--- src/rtl/edge_event_unit.sv ---
// edge_event_unit: per-channel synchroniser, counting glitch filter, edge
// pulse generator and mode-qualified sticky flag / saturating event counter.
// Channels are fully independent; irq is the OR of all sticky flags.
module edge_event_unit #(
    parameter int CHANNELS      = 4,
    parameter int SYNC_STAGES   = 2,
    parameter int FILTER_CYCLES = 4,
    parameter int CNT_W         = 8
) (
    input  logic                      clk,
    input  logic                      reset,
    input  logic [CHANNELS-1:0]       sig_in,
    input  logic [2*CHANNELS-1:0]     mode,
    input  logic [CHANNELS-1:0]       clear,
    output logic [CHANNELS-1:0]       level,
    output logic [CHANNELS-1:0]       pos_pulse,
    output logic [CHANNELS-1:0]       neg_pulse,
    output logic [CHANNELS-1:0]       event_flag,
    output logic [CHANNELS*CNT_W-1:0] event_count,
    output logic                      irq
);

    localparam int FW = $clog2(FILTER_CYCLES + 1);

    // Filter counter value at which a persisting new level is accepted.
    localparam logic [FW-1:0]    FILT_LAST = FW'(FILTER_CYCLES - 1);
    localparam logic [FW-1:0]    FILT_ONE  = FW'(1);
    localparam logic [CNT_W-1:0] CNT_MAX   = {CNT_W{1'b1}};
    localparam logic [CNT_W-1:0] CNT_ONE   = CNT_W'(1);

    logic [CHANNELS-1:0][SYNC_STAGES-1:0] sync_q,  sync_d;
    logic [CHANNELS-1:0][FW-1:0]          filt_q,  filt_d;
    logic [CHANNELS-1:0]                  level_q, level_d;
    logic [CHANNELS-1:0]                  level_dly_q, level_dly_d;
    logic [CHANNELS-1:0]                  flag_q,  flag_d;
    logic [CHANNELS-1:0][CNT_W-1:0]       cnt_q,   cnt_d;

    logic [CHANNELS-1:0] sync_w;
    logic [CHANNELS-1:0] mode_rise;
    logic [CHANNELS-1:0] mode_fall;
    logic [CHANNELS-1:0] qual;

    // Split the packed mode bus into per-channel rise/fall enables and pick
    // the last synchroniser stage of each channel.
    always_comb begin
        mode_rise = '0;
        mode_fall = '0;
        sync_w    = '0;
        for (int i = 0; i < CHANNELS; i++) begin
            mode_rise[i] = mode[2*i];
            mode_fall[i] = mode[2*i+1];
            sync_w[i]    = sync_q[i][SYNC_STAGES-1];
        end
    end

    // Pulses come straight from the level / delayed-level registers, so they
    // are zero in reset and vanish the moment reset is asserted.
    assign pos_pulse = level_q & ~level_dly_q;
    assign neg_pulse = ~level_q & level_dly_q;
    assign qual      = (pos_pulse & mode_rise) | (neg_pulse & mode_fall);

    assign level       = level_q;
    assign event_flag  = flag_q;
    assign event_count = cnt_q;
    assign irq         = |flag_q;

    // Next-state logic: synchroniser shift, filter, edge delay, flag, counter.
    always_comb begin
        sync_d      = sync_q;
        filt_d      = filt_q;
        level_d     = level_q;
        level_dly_d = level_q;
        flag_d      = flag_q;
        cnt_d       = cnt_q;
        for (int i = 0; i < CHANNELS; i++) begin
            sync_d[i] = {sync_q[i][SYNC_STAGES-2:0], sig_in[i]};

            if (sync_w[i] == level_q[i]) begin
                filt_d[i] = '0;
            end else if (filt_q[i] == FILT_LAST) begin
                level_d[i] = ~level_q[i];
                filt_d[i]  = '0;
            end else begin
                filt_d[i] = filt_q[i] + FILT_ONE;
            end

            // A qualified edge beats a simultaneous clear.
            flag_d[i] = qual[i] | (flag_q[i] & ~clear[i]);

            if (clear[i]) begin
                cnt_d[i] = qual[i] ? CNT_ONE : '0;
            end else if (qual[i] && (cnt_q[i] != CNT_MAX)) begin
                cnt_d[i] = cnt_q[i] + CNT_ONE;
            end
        end
    end

    // State registers, all cleared asynchronously.
    always_ff @(posedge clk or posedge reset) begin
        if (reset) begin
            sync_q      <= '0;
            filt_q      <= '0;
            level_q     <= '0;
            level_dly_q <= '0;
            flag_q      <= '0;
            cnt_q       <= '0;
        end else begin
            sync_q      <= sync_d;
            filt_q      <= filt_d;
            level_q     <= level_d;
            level_dly_q <= level_dly_d;
            flag_q      <= flag_d;
            cnt_q       <= cnt_d;
        end
    end

endmodule

--- config.mk ---
export PLATFORM = sky130hd
export DESIGN_NAME = edge_event_unit
export DESIGN_NICKNAME = d
export VERILOG_FILES = /design/src/rtl/edge_event_unit.sv
export SDC_FILE = /design/constraint.sdc
export NUM_CORES = 1
export LEC_CHECK = 0
export CAP_MARGIN = 5
export CORE_MARGIN = 2
export CORE_UTILIZATION = 54
export DETAILED_ROUTE_END_ITERATION = 10
export MAX_ROUTING_LAYER = met4
export PLACE_DENSITY = 0.88
export SYNTH_ARGS = -nofsm -noshare
export SYNTH_HDL_FRONTEND = slang
export SYNTH_SLANG_ARGS = --single-unit
export TNS_END_PERCENT = 100
--- constraint.sdc ---
create_clock -name clk -period 3 [get_ports clk]
set_clock_uncertainty 0.2 [all_clocks]
set_input_delay 0.45 -clock clk [delete_from_list [all_inputs] [get_ports clk]]
set_output_delay 0.45 -clock clk [all_outputs]
set_load 0.05 [all_outputs]
# --- After elaboration in Yosys (flattened, before gate mapping) ---
# Index checks and enable logic that the tools add are counted.
word_totals:
  reg_bits: 64
  inputBits: 18
  out_inout_bits: 49
  word_cells: 98
classes:
  addsub: 8
  eq_ne: 12
  mux: 20
  bitwise: 27
  n_reduce_logical: 13
ops:
  columns: ["operator", "count"]
  rows:
  - ["$mux 8", 8]
  - ["$add 8x1->8 const B", 4]
  - ["$ne 8x8->1 const B", 4]
  - ["$mux 3", 8]
  - ["$and 4x4->4", 4]
  - ["$add 3x1->3 const B", 4]
  - ["$eq 3x2->1 const B", 4]
  - ["$not 1->1", 12]
  - ["$not 4->4", 2]
  - ["$reduce_and 2->1", 4]
  - ["$reduce_bool 2->1", 4]
  - ["$and 1x1->1", 4]
  - ["$eq 1x1->1", 4]
  - ["$logic_and 1x1->1", 4]
  - ["$mux 1", 4]
  - ["$or 1x1->1", 4]
  - ["$or 4x4->4", 1]
  - ["$reduce_or 4->1", 1]

# --- Longest topological paths before layout ---
# Gate-level depths: netlist (run 1).
depth:
  depth_word: 7
  ltp_mapped: 5
  depth_no_buf: 5

# --- Worst setup path after synthesis (run 1) ---
# OpenSTA, ideal clock, no wires.
synth_timing:
  path_kind: "reg2reg"
  from: "register level_q[3], in the netlist level[3]"
  to: "register cnt_q, in the netlist event_count[28]"
  setup_ps: 78
  t_arrival_ps: 2047
  required_time_ps: 2722
  path_slack_ps: 675
  stages_incl_launch_ff: 5
  n_path_buf: 0
  period_less_slack_ps: 2325
  cell_sequence: "dfrtp_1 > nor2b_2 > a22oi_4 > or4_1 > a21oi_1"
synth_between:
  elab_chain_cells: 6
  elab_cells_between_ends: 8
  cone_classes: "bitwise (6); reduce/logical (2)"
synth_rtl:
  columns: ["element", "line_no", "source"]
  rows:
  - ["start, declared", "33", "logic [CHANNELS-1:0] level_q, level_d;"]
  - ["start signal, assigned", "110", "level_q <= level_d;"]
  - ["$not 4->4", "59", "assign neg_pulse = ~level_q & level_dly_q;"]
  - ["$and 4x4->4", "59", null]
  - ["via neg_pulse[3]", "17", "output logic [CHANNELS-1:0] neg_pulse,"]
  - ["$and 4x4->4", "60", "assign qual = (pos_pulse & mode_rise) | (neg_pulse & mode_fall);"]
  - ["$or 4x4->4", "60", null]
  - ["$logic_and 1x1->1", "92", "end else if (qual[i] && (cnt_q[i] != CNT_MAX)) begin"]
  - ["$reduce_bool 2->1 (no line)", null, null]
  - ["end signal, assigned", "113", "cnt_q <= cnt_d;"]
  - ["end, declared", "36", "logic [CHANNELS-1:0][CNT_W-1:0] cnt_q, cnt_d;"]
# The timed path passes the listed nets, and every way through them passes these cells.
# A chain may end at the register's enable or synchronous reset.

# --- Final worst setup path (run 1) ---
layout_timing:
  from: "register level_q[3], in the netlist level[3]"
  to: "output port neg_pulse[3]"
layout_between:
  elab_chain_cells: 2
layout_rtl:
  columns: ["element", "line_no"]
  rows:
  - ["$not 4->4", "59"]
  - ["$and 4x4->4", "59"]
  - ["end, declared", "17"]
# No other way between the ends.

==> results.json, run 1 <==
{
  "seqPwrFrac_pct": 36.6,
  "slew-limit-headroom_pct": 60.0,
  "synth_area_leaders": "dfrtp_1, nor2b_1, ha_1",
  "max_cap_violations": 0,
  "drt-pass1-iter-count": 4,
  "layout-drive-gt1-share_pct": 8.17,
  "clock-sinks": 64,
  "drt-initial-drc-count": 165,
  "p_per_area_mw_per_mm2": 833,
  "post-cts-setup-buffer-count": 0,
  "worst_pin_slew_ps": 599,
  "grt_max_degree": 37,
  "worstPathRequired_ps": 2350,
  "leakage_nw": 1.64,
  "cp-start-kind": "flop",
  "vias_per_cell": 5.65,
  "period_share_pct": 83.1,
  "period_minus_slack_ps": 2490,
  "cts_buffers": 9,
  "critPathCaptureType": "primary output",
  "root_buffer": "clkbuf_8",
  "status": "completed",
  "pwr-share-comb_pct": 43.8,
  "synthCells": 278,
  "rows": 27,
  "clkPwrFrac_pct": 19.6,
  "syn_nets": 304,
  "path_clk_slew_ps": 60,
  "drc": 0,
  "core-area_sq_mm": 0.00544,
  "max_freq_mhz": 401,
  "peakVddDrop_v": 0.000815,
  "num_vias": 2413,
  "ys_warn_count": 0,
  "clk_latency_ps": 330,
  "io_buffers": 66,
  "synth_top_area_cell": "dfrtp_1",
  "initial_core_util_pct": 55.3,
  "placed_area_sq_mm": 0.00376,
  "final_common_cell": "clkdlybuf4s50_1",
  "setup-violations-final": 0,
  "h-tree-depth": 3,
  "ys_async_sr_fraction_pct": 100,
  "seq_area_frac_synth_pct": 53.2,
  "arrival_ps": 1840,
  "clock_path_buffers": 2,
  "die_x_um": 78.7,
  "design_area_sq_mm": 0.00393,
  "hold_viol": 0,
  "avgSynthCellArea_sq_um": 10.8,
  "layout_common_cells": "clkdlybuf4s50_1, dfrtp_1, nor2b_1, nor2_1, a21oi_1",
  "met1_length_mm": 2.82,
  "grt_setup_unrepaired": "false",
  "top_layer": "met4",
  "synth-main-ff-cell": "dfrtp_1",
  "nNetsFinal": 377,
  "routed_wl_mm": 6.23,
  "setup_tns_ps": 0,
  "final_max_slew_viol_count": 0,
  "switching_power_mw": 1.38,
  "hpwl_mm": 4.44,
  "grt_pass1_wl_mm": 10.7,
  "synth_enable_flop_cells": 0,
  "ys_seq_elements": 64,
  "dieArea_sq_mm": 0.00619,
  "cts.repair.resized": 0,
  "routabilityCongestion": 0.934,
  "synth.distinct_cells": 53,
  "overflow": 0,
  "routed-wl-met3_um": 286,
  "ant_nets": 0,
  "area_delta_synth_final_pct": 30.5,
  "io_pins": 67,
  "yosysTopAreaCellShare_pct": 53.2,
  "fp.dieH_um": 78.7,
  "avgRoutedWirePerCell_um": 14.6,
  "crit_fanout": 6,
  "postCtsHoldBufs": 0,
  "cts_tree": "done",
  "wl_met2_mm": 3.05,
  "diodes": 0,
  "switching_share_pct": 42.2,
  "grt_usage_pct": 23.0,
  "power.internal_mw": 1.89,
  "hold_class": "reg2reg",
  "synth_area_sq_mm": 0.00301,
  "antenna_found_initial": 0,
  "grt_pass1_vias": 2318,
  "critPathKind": "reg2out"
}
-- state kept, by name (all words and copies together), names as in the netlist --
| signal | count |
|---|---|
| event_flag | 4 |
| level | 4 |
| level_dly_q | 4 |
| event_count | 32 |
| sync_q | 4 |
| filt_q | 12 |
| sync_d | 4 |
-- metal layers --
| layer | vias up | track usage, % |
|---|---|---|
| met5 | - | - |
| met4 | 0 | 7.37 |
| met3 | 8 | 6.44 |
| met2 | 71 | 35.1 |
| met1 | 1166 | 30.0 |
| li1 | 1168 | - |
-- stage by stage --
stage                     hold WS (ps)  setup WS (ps)  util, %  total power, mW  cells
after floorplan                    131            675        -             2.18    278
after global placement             132            781     69.2             2.60    412
after detailed placement           135            725     69.2             2.65    412
after CTS                          148            483     72.2             3.30    427
after global routing               154            431     72.2             3.46    427
final                              147            506     72.2             3.27    427
-- Yosys cell counts (all sizes together), types with 3 or more instances --
cell / n
mux2: 6
a311oi: 4
nand3b: 6
nor4b: 3
o21ai: 11
xnor2: 5
dfrtp: 64
a21oi: 16
nor3: 14
nor2: 18
inv: 11
nor2b: 19
clkbuf: 4
nor3b: 6
nand4: 5
nand2: 12
and2: 3
ha: 8
nand3: 10
a211oi: 4
mux2i: 5
and3: 6
a31oi: 3
-- layout make-up --
class | instances | area [sq um]
Clock buffer | 15 | 166
Timing Repair Buffer | 67 | 681
Tap cell | 72 | 90.1
Sequential cell | 64 | 1600
Multi-Input combinational cell | 198 | 1350
Inverter | 11 | 41.3
Fill cell | 408 | 1510
-- power by group through the flow --
stage	registers [mW]	logic [mW]	clock network (mW)
4_1_cts	1.20	1.44	0.659
6_report	1.20	1.43	0.642
5_1_grt	1.23	1.53	0.699
3_3_place_gp	1.20	1.40	0
2_1_floorplan	1.49	0.687	0
3_5_place_dp	1.21	1.44	0
-- path summary, 6_finish.rpt --
path	start	end	slack [ps]	cells past startpoint
worst max-delay path	level[3]$_DFFE_PP0P_	neg_pulse[3]	510	2
worst min-delay path	sync_d[7]$_DFF_PP0_	sync_q[7]$_DFF_PP0_	150	0
worst max register to register	event_count[16]$_DFFE_PP0P_	event_count[21]$_DFFE_PP0P_	980	5
worst min register to register	sync_d[7]$_DFF_PP0_	sync_q[7]$_DFF_PP0_	150	0
max in group asynchronous	reset	filt_q[2]$_DFF_PP0_	1710	3
min in group asynchronous	reset	event_count[16]$_DFFE_PP0P_	300	2
-- cell families after synthesis --
logic type                 after synthesis  synth area share, %
and+or+nand+nor                        116                 22.4
DFF                                     64                 53.2
AOI/OAI and AO/OA                       58                 13.8
buffers and inverters                   16                 1.99
muxes                                   11                 3.91
adders and majority gates                8                 3.33
xor gates and xnor gates                 5                 1.45
-- worst max-delay path, stage by stage (launching register included) --
cell and delay (ps):
dfrtp_1 450, nor2b_2 220, clkdlybuf4s50_1 840
No activity file was read; power rests on OpenSTA's default activity.
==> run 2, diff against run 1 <==
--- a/config.mk
+++ b/config.mk
@@ -7,10 +7,10 @@
 export LEC_CHECK = 0
 export CAP_MARGIN = 5
 export CORE_MARGIN = 2
-export CORE_UTILIZATION = 54
+export CORE_UTILIZATION = 50
 export DETAILED_ROUTE_END_ITERATION = 10
 export MAX_ROUTING_LAYER = met4
-export PLACE_DENSITY = 0.88
+export PLACE_DENSITY = 0.82
 export SYNTH_ARGS = -nofsm -noshare
 export SYNTH_HDL_FRONTEND = slang
 export SYNTH_SLANG_ARGS = --single-unit
==> constraint.sdc (replaced) <==
create_clock -name clk -period 2.3 [get_ports clk]
set_clock_uncertainty 0.2 [all_clocks]
set_input_delay 0.345 -clock clk [delete_from_list [all_inputs] [get_ports clk]]
set_output_delay 0.345 -clock clk [all_outputs]
set_load 0.05 [all_outputs]
==> run 2 against run 1 <==
Compared with the run above: die area grew 7.6%; total power increased by 37%; worst hold slack worse by 27 ps; non-clock buffer count up 1; critical path depth decreased by 1; register-to-register slack lost 680 ps; via count rose by 0.66%; clock power increased by 67%; sequential power is 30% higher; global-route usage down 1.3 points; critical endpoint is now level[0]; largest cell class unchanged; highest routed layer unchanged.
==> results.json, run 2 (synthesized netlist as in run 1, its figures left out) <==
{
  "status": "completed",
  "fp.dieH_um": 81.6,
  "rr_endpoint": "event_count[21]$_DFFE_PP0P_",
  "endpoint": "level[0]",
  "crit_cells": 1,
  "max_cap_violations": 0,
  "io_buffers": 66,
  "layout-drive-gt1-share_pct": 10.1,
  "grt_pass1_vias": 2213,
  "core-area_sq_mm": 0.00589,
  "overflow": 0,
  "clock_path_buffers": 2,
  "worstPathRequired_ps": 1750,
  "post-cts-setup-buffer-count": 0,
  "nNetsFinal": 378,
  "fin_hold_ws_ps": 120,
  "diodes": 0,
  "rows": 28,
  "h-tree-depth": 3,
  "cts_buffers": 9,
  "fin_cells": 431,
  "vias_per_cell": 5.64,
  "routed_wl_mm": 6.37,
  "setup_tns_ps": 0,
  "arrival_ps": 1670,
  "num_vias": 2429,
  "critical_path.slowest_cell": "clkdlybuf4s50_1",
  "grt_usage_pct": 21.7,
  "crit_buf_inv": 1,
  "switching_power_mw": 1.81,
  "critPathCaptureType": "primary output",
  "crit_chain": "clkdlybuf4s50_1",
  "grt_max_degree": 40,
  "hold_viol": 0,
  "setup-violations-final": 0,
  "critPathKind": "reg2out",
  "worst_path_dominant_cell_family": "buffers and inverters",
  "cts_tree": "done",
  "power.internal_mw": 2.66,
  "dieArea_sq_mm": 0.00666,
  "worst_pin_slew_ps": 540,
  "final_max_slew_viol_count": 0,
  "routabilityCongestion": 0.861,
  "clock-sinks": 64,
  "clkPwrFrac_pct": 23.9,
  "layout_common_cells": "dfrtp_1, clkdlybuf4s50_1, nor2b_1, nor2_1, a21oi_1",
  "switching_share_pct": 40.5,
  "rrSetupSlack_ps": 300,
  "postCtsHoldBufs": 0,
  "r2r-start": "event_count[16]$_DFFE_PP0P_",
  "period_share_pct": 96.2,
  "crit_fanout": 8,
  "avgRoutedWirePerCell_um": 14.8,
  "drt-pass1-iter-count": 4,
  "clk_latency_ps": 330,
  "path_clk_slew_ps": 70,
  "reg2reg_depth": 5,
  "grt_setup_unrepaired": "false",
  "hold_class": "in2async",
  "drt-initial-drc-count": 57,
  "period_minus_slack_ps": 2210,
  "grt_pass1_wl_mm": 10.7,
  "pwr-share-comb_pct": 41.0,
  "largest_reg_flops": 32,
  "seqPwrFrac_pct": 35.0,
  "area_delta_synth_final_pct": 32.6,
  "slew-limit-headroom_pct": 63.9,
  "placed_cells": 416,
  "crit_start": "level[0]$_DFFE_PP0P_",
  "io_pins": 67,
  "critPathMaxStageDelay_ps": 860,
  "peakVddDrop_v": 0.000922,
  "antenna_found_initial": 0,
  "p_total_mw": 4.47,
  "p_per_area_mw_per_mm2": 1120,
  "root_buffer": "clkbuf_8",
  "die_x_um": 81.6,
  "final_common_cell": "dfrtp_1",
  "ant_nets": 0,
  "max_freq_mhz": 452,
  "initial_core_util_pct": 51.1,
  "leakage_nw": 1.72,
  "cp-start-kind": "flop",
  "drc": 0,
  "hpwl_mm": 4.47
}
-- run 2: worst min-delay path by stage --
stage | start | end | slack, ps
after floorplan | sync_d[1]$_DFF_PP0_ | sync_q[1]$_DFF_PP0_ | 130
after global placement | sync_d[7]$_DFF_PP0_ | sync_q[7]$_DFF_PP0_ | 130
after detailed placement | sync_d[7]$_DFF_PP0_ | sync_q[7]$_DFF_PP0_ | 140
after CTS | reset | filt_q[2]$_DFF_PP0_ | 120
after global routing | sync_d[7]$_DFF_PP0_ | sync_q[7]$_DFF_PP0_ | 160
final | reset | filt_q[2]$_DFF_PP0_ | 120
-- run 2: layer usage --
layer	GRT usage [%]	share of wire, %	up-vias
met4	7.33	1.5	0
met2	32.3	46	83
li1	-	-	1169
met1	29.0	48	1166
met5	-	0	-
met3	5.71	5.3	11
-- run 2: repair_timing --
| action | CTS | global route |
|---|---|---|
| resized for setup | 3 | 2 |
| setup endpoints to repair | 3 | 2 |
| pin swaps | 0 | 0 |
-- run 2: power by group through the flow --
stage               Clock [mW]  Sequential (mW)  Combinational [mW]
finish                    1.07             1.56                1.83
global route              1.15             1.60                1.98
CTS                       1.10             1.56                1.85
detailed placement           0             1.59                1.87
global placement             0             1.57                1.83
floorplan                    0             1.95               0.903
-- run 2: cell type report --
cell class                 instances  area (sq um)
fill                             459          1890
sequential                        64          1600
multi-input combinational        198          1350
timing repair buffer              68           682
clock buffer                      12           155
tap                               75          93.8
clock inverter                     3          65.1
inverter                          11          41.3
-- run 2: through the flow --
stage	cell area (sq um)	util, %	worst slack (ps)
global route	3990	67.8	5.20
CTS	3990	67.8	5.90
floorplan	3020	-	108
global placement	3770	64.1	183
finish	3990	67.8	86.4
detailed placement	3770	64.1	153
==> run 3, diff against run 2 <==
--- a/config.mk
+++ b/config.mk
@@ -8,6 +8,7 @@
 export CAP_MARGIN = 5
 export CORE_MARGIN = 2
 export CORE_UTILIZATION = 50
+export CTS_CLUSTER_DIAMETER = 100
 export DETAILED_ROUTE_END_ITERATION = 10
 export MAX_ROUTING_LAYER = met4
 export PLACE_DENSITY = 0.82
==> results of run 3 <==
The final DEF is identical to that of run 2; final timing and power are the same.
